### src/rtl/fetch_queue.sv
// -----------------------------------------------------------------------------
// fetch_queue
//   Instruction-fetch stage. Issues sequential word addresses to instruction
//   memory over a req/ready handshake and buffers each returned word with its PC
//   in a DEPTH-entry FIFO for the decode stage. A redirect flushes the FIFO and
//   restarts fetch at a new PC. If the redirect arrives while a request is still
//   waiting, that request is completed first and its word is discarded.
//
//   Optional feature macro: FETCH_ALIGN_CHECK_EN
//     defined   : a misaligned redirect_pc sets a sticky fetch_except and halts
//                 fetch. A misaligned RESET_PC raises the flag out of reset.
//     undefined : redirect_pc[1:0] is forced to 2'b00 and fetch_except is 0.
//
//   Parameters
//     DEPTH     FIFO entries (power of 2, >= 2)
//     RESET_PC  first fetch address after reset
//
//   Ports
//     clk, reset               clock, async active-high reset
//     redirect, redirect_pc    flush queue and restart fetch at redirect_pc
//     imem_req, imem_addr      fetch request / word address
//     imem_ready, imem_data    memory accept and same-cycle returned word
//     inst_valid, inst,        head of queue (valid, instruction, PC)
//     inst_pc
//     inst_ready               consumer pop
//     fetch_except             sticky misaligned-redirect flag
// -----------------------------------------------------------------------------
module fetch_queue #(
  parameter int          DEPTH    = 4,
  parameter logic [31:0] RESET_PC = 32'h0040_0000
) (
  input  logic        clk,
  input  logic        reset,
  input  logic        redirect,
  input  logic [31:0] redirect_pc,
  output logic        imem_req,
  output logic [31:0] imem_addr,
  input  logic        imem_ready,
  input  logic [31:0] imem_data,
  output logic        inst_valid,
  output logic [31:0] inst,
  output logic [31:0] inst_pc,
  input  logic        inst_ready,
  output logic        fetch_except
);

  localparam int PW = $clog2(DEPTH);
  localparam int CW = PW + 1;
  localparam logic [CW-1:0] DEPTH_C = CW'(DEPTH);

`ifdef FETCH_ALIGN_CHECK_EN
  localparam logic EXCEPT_RST = (RESET_PC[1:0] != 2'b00);
`else
  localparam logic EXCEPT_RST = 1'b0;
`endif

  typedef enum logic [0:0] {
    ST_FETCH = 1'b0,
    ST_ABORT = 1'b1
  } state_e;

  state_e          state_q, state_d;
  logic [31:0]     fetch_pc_q, fetch_pc_d;
  logic [31:0]     abort_pc_q, abort_pc_d;
  logic [CW-1:0]   count_q, count_d;
  logic [PW-1:0]   rd_ptr_q, rd_ptr_d;
  logic [PW-1:0]   wr_ptr_q, wr_ptr_d;
  logic            except_q, except_d;

  logic [31:0]     data_mem_q [DEPTH];
  logic [31:0]     pc_mem_q   [DEPTH];

  logic            imem_req_s;
  logic            transfer_s;
  logic            push_s;
  logic            pop_s;
  logic            inst_valid_s;
  logic [31:0]     redir_pc_s;

  // Request generation and address mux; reset forces the request low.
  always_comb begin
    imem_req_s = 1'b0;
    case (state_q)
      // A raised exception stops all new fetches.
      ST_FETCH: imem_req_s = (count_q < DEPTH_C) && !except_q && !reset;
      // The abandoned request must still be completed.
      ST_ABORT: imem_req_s = !reset;
      default:  imem_req_s = 1'b0;
    endcase
  end

  assign imem_req     = imem_req_s;
  assign imem_addr    = (state_q == ST_ABORT) ? abort_pc_q : fetch_pc_q;
  assign transfer_s   = imem_req_s & imem_ready;
  assign inst_valid_s = (count_q != {CW{1'b0}});
  assign inst_valid   = inst_valid_s;
  assign inst         = data_mem_q[rd_ptr_q];
  assign inst_pc      = pc_mem_q[rd_ptr_q];
  assign fetch_except = except_q;

`ifdef FETCH_ALIGN_CHECK_EN
  assign redir_pc_s = redirect_pc;
`else
  assign redir_pc_s = redirect_pc & 32'hFFFF_FFFC;
`endif

  // Next-state logic for the FSM, fetch PC, FIFO pointers and exception flag.
  always_comb begin
    state_d    = state_q;
    fetch_pc_d = fetch_pc_q;
    abort_pc_d = abort_pc_q;
    count_d    = count_q;
    rd_ptr_d   = rd_ptr_q;
    wr_ptr_d   = wr_ptr_q;
    except_d   = except_q;
    push_s     = 1'b0;

    case (state_q)
      ST_FETCH: begin
        if (redirect) begin
          // A waiting request cannot be withdrawn, so finish it in ABORT.
          if (imem_req_s && !imem_ready) begin
            abort_pc_d = fetch_pc_q;
            state_d    = ST_ABORT;
          end else begin
            state_d = ST_FETCH;
          end
        end else if (transfer_s) begin
          push_s     = 1'b1;
          fetch_pc_d = fetch_pc_q + 32'd4;
        end else begin
          state_d = ST_FETCH;
        end
      end
      ST_ABORT: begin
        if (transfer_s) begin
          state_d = ST_FETCH;
        end else begin
          state_d = ST_ABORT;
        end
      end
      default: state_d = ST_FETCH;
    endcase

    // The redirect takes priority over a pop in the same cycle.
    pop_s = inst_valid_s & inst_ready & ~redirect;

    if (redirect) begin
      count_d    = {CW{1'b0}};
      rd_ptr_d   = {PW{1'b0}};
      wr_ptr_d   = {PW{1'b0}};
      fetch_pc_d = redir_pc_s;
    end else begin
      if (push_s) begin
        wr_ptr_d = wr_ptr_q + {{(PW-1){1'b0}}, 1'b1};
      end else begin
        wr_ptr_d = wr_ptr_q;
      end
      if (pop_s) begin
        rd_ptr_d = rd_ptr_q + {{(PW-1){1'b0}}, 1'b1};
      end else begin
        rd_ptr_d = rd_ptr_q;
      end
      count_d = count_q + {{(CW-1){1'b0}}, push_s} - {{(CW-1){1'b0}}, pop_s};
    end

`ifdef FETCH_ALIGN_CHECK_EN
    if (redirect && (redirect_pc[1:0] != 2'b00)) begin
      except_d = 1'b1;
    end else begin
      except_d = except_q;
    end
`else
    except_d = 1'b0;
`endif
  end

  // Control state registers.
  always_ff @(posedge clk or posedge reset) begin
    if (reset) begin
      state_q    <= ST_FETCH;
      fetch_pc_q <= RESET_PC;
      abort_pc_q <= RESET_PC;
      count_q    <= {CW{1'b0}};
      rd_ptr_q   <= {PW{1'b0}};
      wr_ptr_q   <= {PW{1'b0}};
      except_q   <= EXCEPT_RST;
    end else begin
      state_q    <= state_d;
      fetch_pc_q <= fetch_pc_d;
      abort_pc_q <= abort_pc_d;
      count_q    <= count_d;
      rd_ptr_q   <= rd_ptr_d;
      wr_ptr_q   <= wr_ptr_d;
      except_q   <= except_d;
    end
  end

  // FIFO storage. It is cleared on reset so inst/inst_pc read 0 before the first push.
  always_ff @(posedge clk or posedge reset) begin
    if (reset) begin
      for (int i = 0; i < DEPTH; i++) begin
        data_mem_q[i] <= 32'd0;
        pc_mem_q[i]   <= 32'd0;
      end
    end else if (push_s) begin
      data_mem_q[wr_ptr_q] <= imem_data;
      pc_mem_q[wr_ptr_q]   <= fetch_pc_q;
    end
  end

endmodule
### config.mk
export PLATFORM = sky130hd
export DESIGN_NAME = fetch_queue
export DESIGN_NICKNAME = d
export VERILOG_FILES = /design/src/rtl/fetch_queue.sv
export SDC_FILE = /design/constraint.sdc
export NUM_CORES = 1
export LEC_CHECK = 0
export ABC_AREA = 1
export CAP_MARGIN = 5
export CORE_ASPECT_RATIO = 1.25
export CORE_UTILIZATION = 50
export CTS_BUF_LIST = sky130_fd_sc_hd__clkbuf_4
export DETAILED_ROUTE_END_ITERATION = 6
export PLACE_DENSITY = 0.72
export SYNTH_ARGS = -nofsm -noshare
export SYNTH_HDL_FRONTEND = slang
export SYNTH_SLANG_ARGS = --single-unit
### constraint.sdc
create_clock -name clk -period 15.4 [get_ports clk]
set_input_delay 1.54 -clock clk [delete_from_list [all_inputs] [get_ports clk]]
set_output_delay 1.54 -clock clk [all_outputs]
set_load 0.1 [all_outputs]
; ---- Yosys cells after proc, flatten, opt, wreduce, memory -nomap -nowiden
; Cells that the tools add are included.
[totals]
register_bits = 328
latchBits = 0
ramBits = 0
rom_bits = 0
input_bits = 69
output_inout_bits = 99
n_memories = 0
[op_classes]
add_sub_neg = 5
mul = 0
div = 0
n_lt_le_gt_ge = 4
eq_ne = 1
n_shift = 0
n_mux = 27
bitwise_logic = 7
n_reduce_logical = 11
[ops]
columns = op, count
row1 = 2-to-1 mux 32 bit, 9
row2 = bitwise mux 128 bit, 2
row3 = binary-select mux 32 bit (select 2 bit), 2
row4 = demux 32 bit (select 2 bit), 1
row5 = adder 32 x 3 -> 32 bit (second input constant), 1
row6 = 2-to-1 mux 2 bit, 4
row7 = greater-or-equal comparator 3 bit (second input constant), 2
row8 = 2-to-1 mux 1 bit, 6
row9 = NOT 2 -> 3 bit, 2
row10 = nonzero test 2 bit, 3
row11 = adder 2 x 1 -> 2 bit (second input constant), 2
row12 = one-hot mux 1 bit (2 select lines), 2
row13 = adder 3 x 1 -> 3 bit, 1
row14 = bitwise AND 1 bit, 3
row15 = logical AND 1 bit, 3
row16 = less-than comparator 3 x 1 -> 1 bit (second input constant), 1
row17 = less-than comparator 3 bit (second input constant), 1
row18 = 2-to-1 mux 3 bit, 1
row19 = AND reduction 3 bit, 1
row20 = nonzero test 3 bit, 1
row21 = subtractor 3 x 1 -> 3 bit, 1
row22 = zero test 1 bit, 2
row23 = != test 2 bit (second input constant), 1
row24 = NOT 1 bit, 2
row25 = AND reduction 2 bit, 1

; ---- Longest topological paths before layout
[logic_depth]
depth_word = 10
ltp_mapped = 12
depth_no_buf = 11

; ---- Worst setup path before layout
; No wires, ideal clock.
[synth_timing]
kind = input-to-reg
startpoint = input port reset
endpoint = register count_q[2]
setup_time_ns = 0.124
arrival_ns = 10.038
required_ns = 15.276
path_slack_ns = 5.238
cell_stages = 11
cell_sequence = inv_1 > nand3_4 > nor2_8 > nand2_4 > ha_1 > inv_1 > ha_1 > inv_1 > fa_1 > o21ai_0 > a21oi_1
[synth_between]
elab_chain_len = 10
[synth_lines]
columns = item, line_no
row1 = "start, declared", 33  ; input logic reset,
row2 = zero test 1 bit (no line) *, -
row3 = logical AND 1 bit, 85  ; ST_FETCH: imem_req_s = (count_q < DEPTH_C) && !except_q && !reset;
row4 = one-hot mux 1 bit (2 select lines) *, 83  ; case (state_q)
row5 = bitwise AND 1 bit *, 94  ; assign transfer_s = imem_req_s & imem_ready;
row6 = 2-to-1 mux 1 bit *, 128  ; end else if (transfer_s) begin
row7 = 2-to-1 mux 1 bit *, 120  ; if (redirect) begin
row8 = 2-to-1 mux 1 bit *, 118  ; case (state_q)
row9 = adder 3 x 1 -> 3 bit *, 164  ; count_d = count_q + {{(CW-1){1'b0}}, push_s} - {{(CW-1){1'b0}}, pop_s};
row10 = subtractor 3 x 1 -> 3 bit *, 164
row11 = 2-to-1 mux 3 bit *, 148  ; if (redirect) begin
row12 = via count_d[2], 65  ; logic [CW-1:0] count_q, count_d;
row13 = "end signal, assigned", 184  ; count_q <= {CW{1'b0}};
row14 = "end signal, assigned", 192  ; count_q <= count_d;
row15 = "end, declared", 65
; Mark *: on every way through the listed nets, which the timed path passes. The rest lies on a longest branch.
; A chain may end at the register's enable or synchronous reset.

; ---- Worst setup path in the final report
[layout_timing]
startpoint = register rd_ptr_q[0]
endpoint = output port inst_pc[15]
[layout_between]
elab_chain_len = 4
[layout_lines]
columns = item, line_no
row1 = "start, declared", 66  ; logic [PW-1:0] rd_ptr_q, rd_ptr_d;
row2 = "start signal, assigned", 185  ; rd_ptr_q <= {PW{1'b0}};
row3 = "start signal, assigned", 193  ; rd_ptr_q <= rd_ptr_d;
row4 = NOT 2 -> 3 bit (not written as such), 98  ; assign inst_pc = pc_mem_q[rd_ptr_q];
row5 = binary-select mux 32 bit (select 2 bit), 98
row6 = 2-to-1 mux 32 bit (not written as such) (2 in series), 98
row7 = "end, declared", 42  ; output logic [31:0] inst_pc,
; No other way between the ends. The select of a mux whose other input is x is not followed.

==> metrics.txt <==
dominant synthesized flop cell=dfrtp_1; Tot GR Track Use=25.5%; Adder-Cell Fraction of Synth Area=0.738%; Async S/R FF share, synth=100%; slew at the pin with the worst max-slew slack=1.06 ns; sequential share of the synthesized area=54.2%; total negative slack=0 ns; hold_buf cts=0; syn avg cell area=8.33 µm²; power per cell area=229 mW/mm²; grt total ovfl=0; VDD IR max=0.000192 V; Layout Nets=1969; clock root cell=clkbuf_4; Synth Area in Compound Gates=19.0%; latest clock arrival within the worst-skew pair=0.70 ns; Final Critical Period=5.93 ns; outcome=complete, no violations; proportion of layout cells with a drive suffix above 1=8.15%; fmax=0.169 GHz; Cell Chain, Critical Path=clkinv_2 > buf_4 > o21ai_0 > o22ai_1 > clkdlybuf4s50_1; via-per-instance ratio=5.34; unrepaired setup endpoints after global routing=false; most frequent cell after synthesis=nand2_1; Hold WC Path Type=reg -> reg; met2 Usage GRT=42.1%; Via Count=12.4k; initial antenna violation count=1; library cells used by synthesis=31; CP Data Arrival Time=4.39 ns; PostCTS Resize Cnt=0; Post-CTS Setup Bufs=0; met3 usage=3.82%; post-synthesis mux area share=0%; Max FO, Critical Path=98; 1st-pass router iterations=5; r2r setup slk=11.89 ns; setup ws final=9.47 ns; number of synthesized flops with an enable pin=0; clock-pin transition on the worst setup and hold timing paths=0.07 ns; Netlist Area Pre-Place=0.0146 mm²; clk_skew=0.0404 ns; slowest CP cell=clkdlybuf4s50_1; Die Span Y=193 µm; xor and xnor fraction of the mapped netlist area=0.420%; Lkg Pwr=0.00800 µW; Most Crowded Layer GR=met2; Tcrit/Tclk final=38.5%; main combinational cell family by area after synthesis=compound AO/OA/AOI/OAI gates; Finished Core Util=59.8%; Remaining DRCs=0; Post-Synthesis Cells=1751; Final Wtd Congestion=0.932; Setup Slack @ Placement=10.31 ns; first-pass GRT wire length=60300 µm; synthesized flop and latch total=316; critical path capture point type=output port; Final Max Slew Viols=0; max_slew headroom=29.2%; crit-path leading delay family=buffers and inverters; Synth top cells by count=440 x nand2_1, 341 x o21ai_0, 314 x dfrtp_1; YS warnings=0; Startpoint Class=flop; number of global-route vias before repair=12.1k; layout overhead on the synthesized area=17.1%; remaining antenna violation count=0; endpoints failing setup=0; clk buf depth=3; Buf/Inv on CP=3; met1 Use GR=33.3%; clk sinks=316; critical path class=reg -> out; die area=0.0299 mm²; Fin. Hold Viols=0; Initial Utilization=51.0%; share of the synthesized area in the top cell type=53.9%; Die Width=155 µm; 1st-iter DRT viols=775; max cap viols=0; Post-DP HPWL=21800 µm; Fillers=2610; placeable core region=0.0286 mm²; largest cells by area after synthesis=dfrtp_1 54%, o21ai_0 12%, nand2_1 11%, nor2_1 4.7%, o21ai_1 3.4%; routed len/inst=15.7 µm; num rows=69; Routed Wire Length=36600 µm; largest net degree at the start of global routing=185; Num CTS Buffers=80; H-tree depth=3; io pins=168; Port Buffer Count=160; TritonCTS clock tree=done; Critical Path RT=13.86 ns; Synth Area in Simple Gates=18.5%; critical path's largest stage delay=1.21 ns; top cell type by total area after synthesis=dfrtp_1
[worst min-delay path: cells and delay by family (launching register included)]
kind	cells	cell delay, ns
and+or+nand+nor	1	0.05
DFF	1	0.34
AOI/OAI and AO/OA	1	0.06
[cells in the final DEF, fill, tap and decap left out, drive strengths merged]
cell           count
clkinv            13
a22oi              1
nor2             184
nor3               4
o211ai             4
bufinv             1
diode              1
dfstp              2
clkdlybuf4s50    160
xor2               7
nand4              1
nand2            445
inv               88
buf               14
conb               5
fa                 1
a31oi              1
nor3b              1
o21ai            447
clkbuf           117
dfrtp            314
a21oi             14
ha                 7
o22ai             62
nand3             46
[layer usage]
layer / routed length, µm / vias to the layer above / share of wire (%)
li1: - / 6085 / -
met1: 16300 / 5867 / 44
met2: 17100 / 412 / 47
met3: 2060 / 70 / 5.6
met4: 1180 / 0 / 3.2
met5: 0 / - / 0
[final timing paths]
path	from	to	cells past startpoint
max	rd_ptr_q[0]	inst_pc[15]	5
min in group asynchronous	reset	abort_pc_q[12]	2
max in group asynchronous	reset	rd_ptr_q[0]	3
min reg2reg	data_mem_q[52]	data_mem_q[52]	2
min	data_mem_q[52]	data_mem_q[52]	2
max reg2reg	state_q	data_mem_q[123]	9
[metrics by stage]
step                      instance area [µm²]  cells  hold slack (ns)  total power, µW
final                                   17100   2330            0.478             3910
after global routing                    17100   2330            0.500             4120
after CTS                               17100   2329            0.482             3940
after detailed placement                16100   2200            0.467             3240
after global placement                  16100   2200            0.462             3220
after floorplan                         14600   1755            0.448             2770
[sequential cells by signal, indices dropped and copies added, names as in the netlist]
register / count
abort_pc_q: 30
count_q: 3
data_mem_q: 128
fetch_pc_q: 30
pc_mem_q: 120
rd_ptr_q: 2
state_q: 1
wr_ptr_q: 2
[cells by family after synthesis]
family / Yosys count
other: 1
DFF: 316
AOI/OAI and AO/OA: 529
buffers and inverters: 209
xor gates and xnor gates: 7
adders and majority gates: 8
and+or+nand+nor: 681
[cell type report]
cell class | count | area [µm²] | share of cell area, %
Sequential cell | 316 | 7920 | 46.3
Clock inverter | 12 | 71.3 | 0.418
Inverter | 90 | 355 | 2.08
Antenna cell | 1 | 2.50 | 0.0147
Tap cell | 390 | 488 | 2.86
Multi-Input combinational cell | 1230 | 5650 | 33.1
Timing Repair Buffer | 174 | 1720 | 10.1
Clock buffer | 117 | 878 | 5.14
[where the power goes]
group	switching, µW	internal, µW	total (µW)	leakage, µW
Combinational	1560	470	2030	0.00327
Clock	324	360	683	0.000572
Sequential	134	1060	1190	0.00416
Total	2020	1890	3910	0.00800
Power figures use the tool's default switching activity.
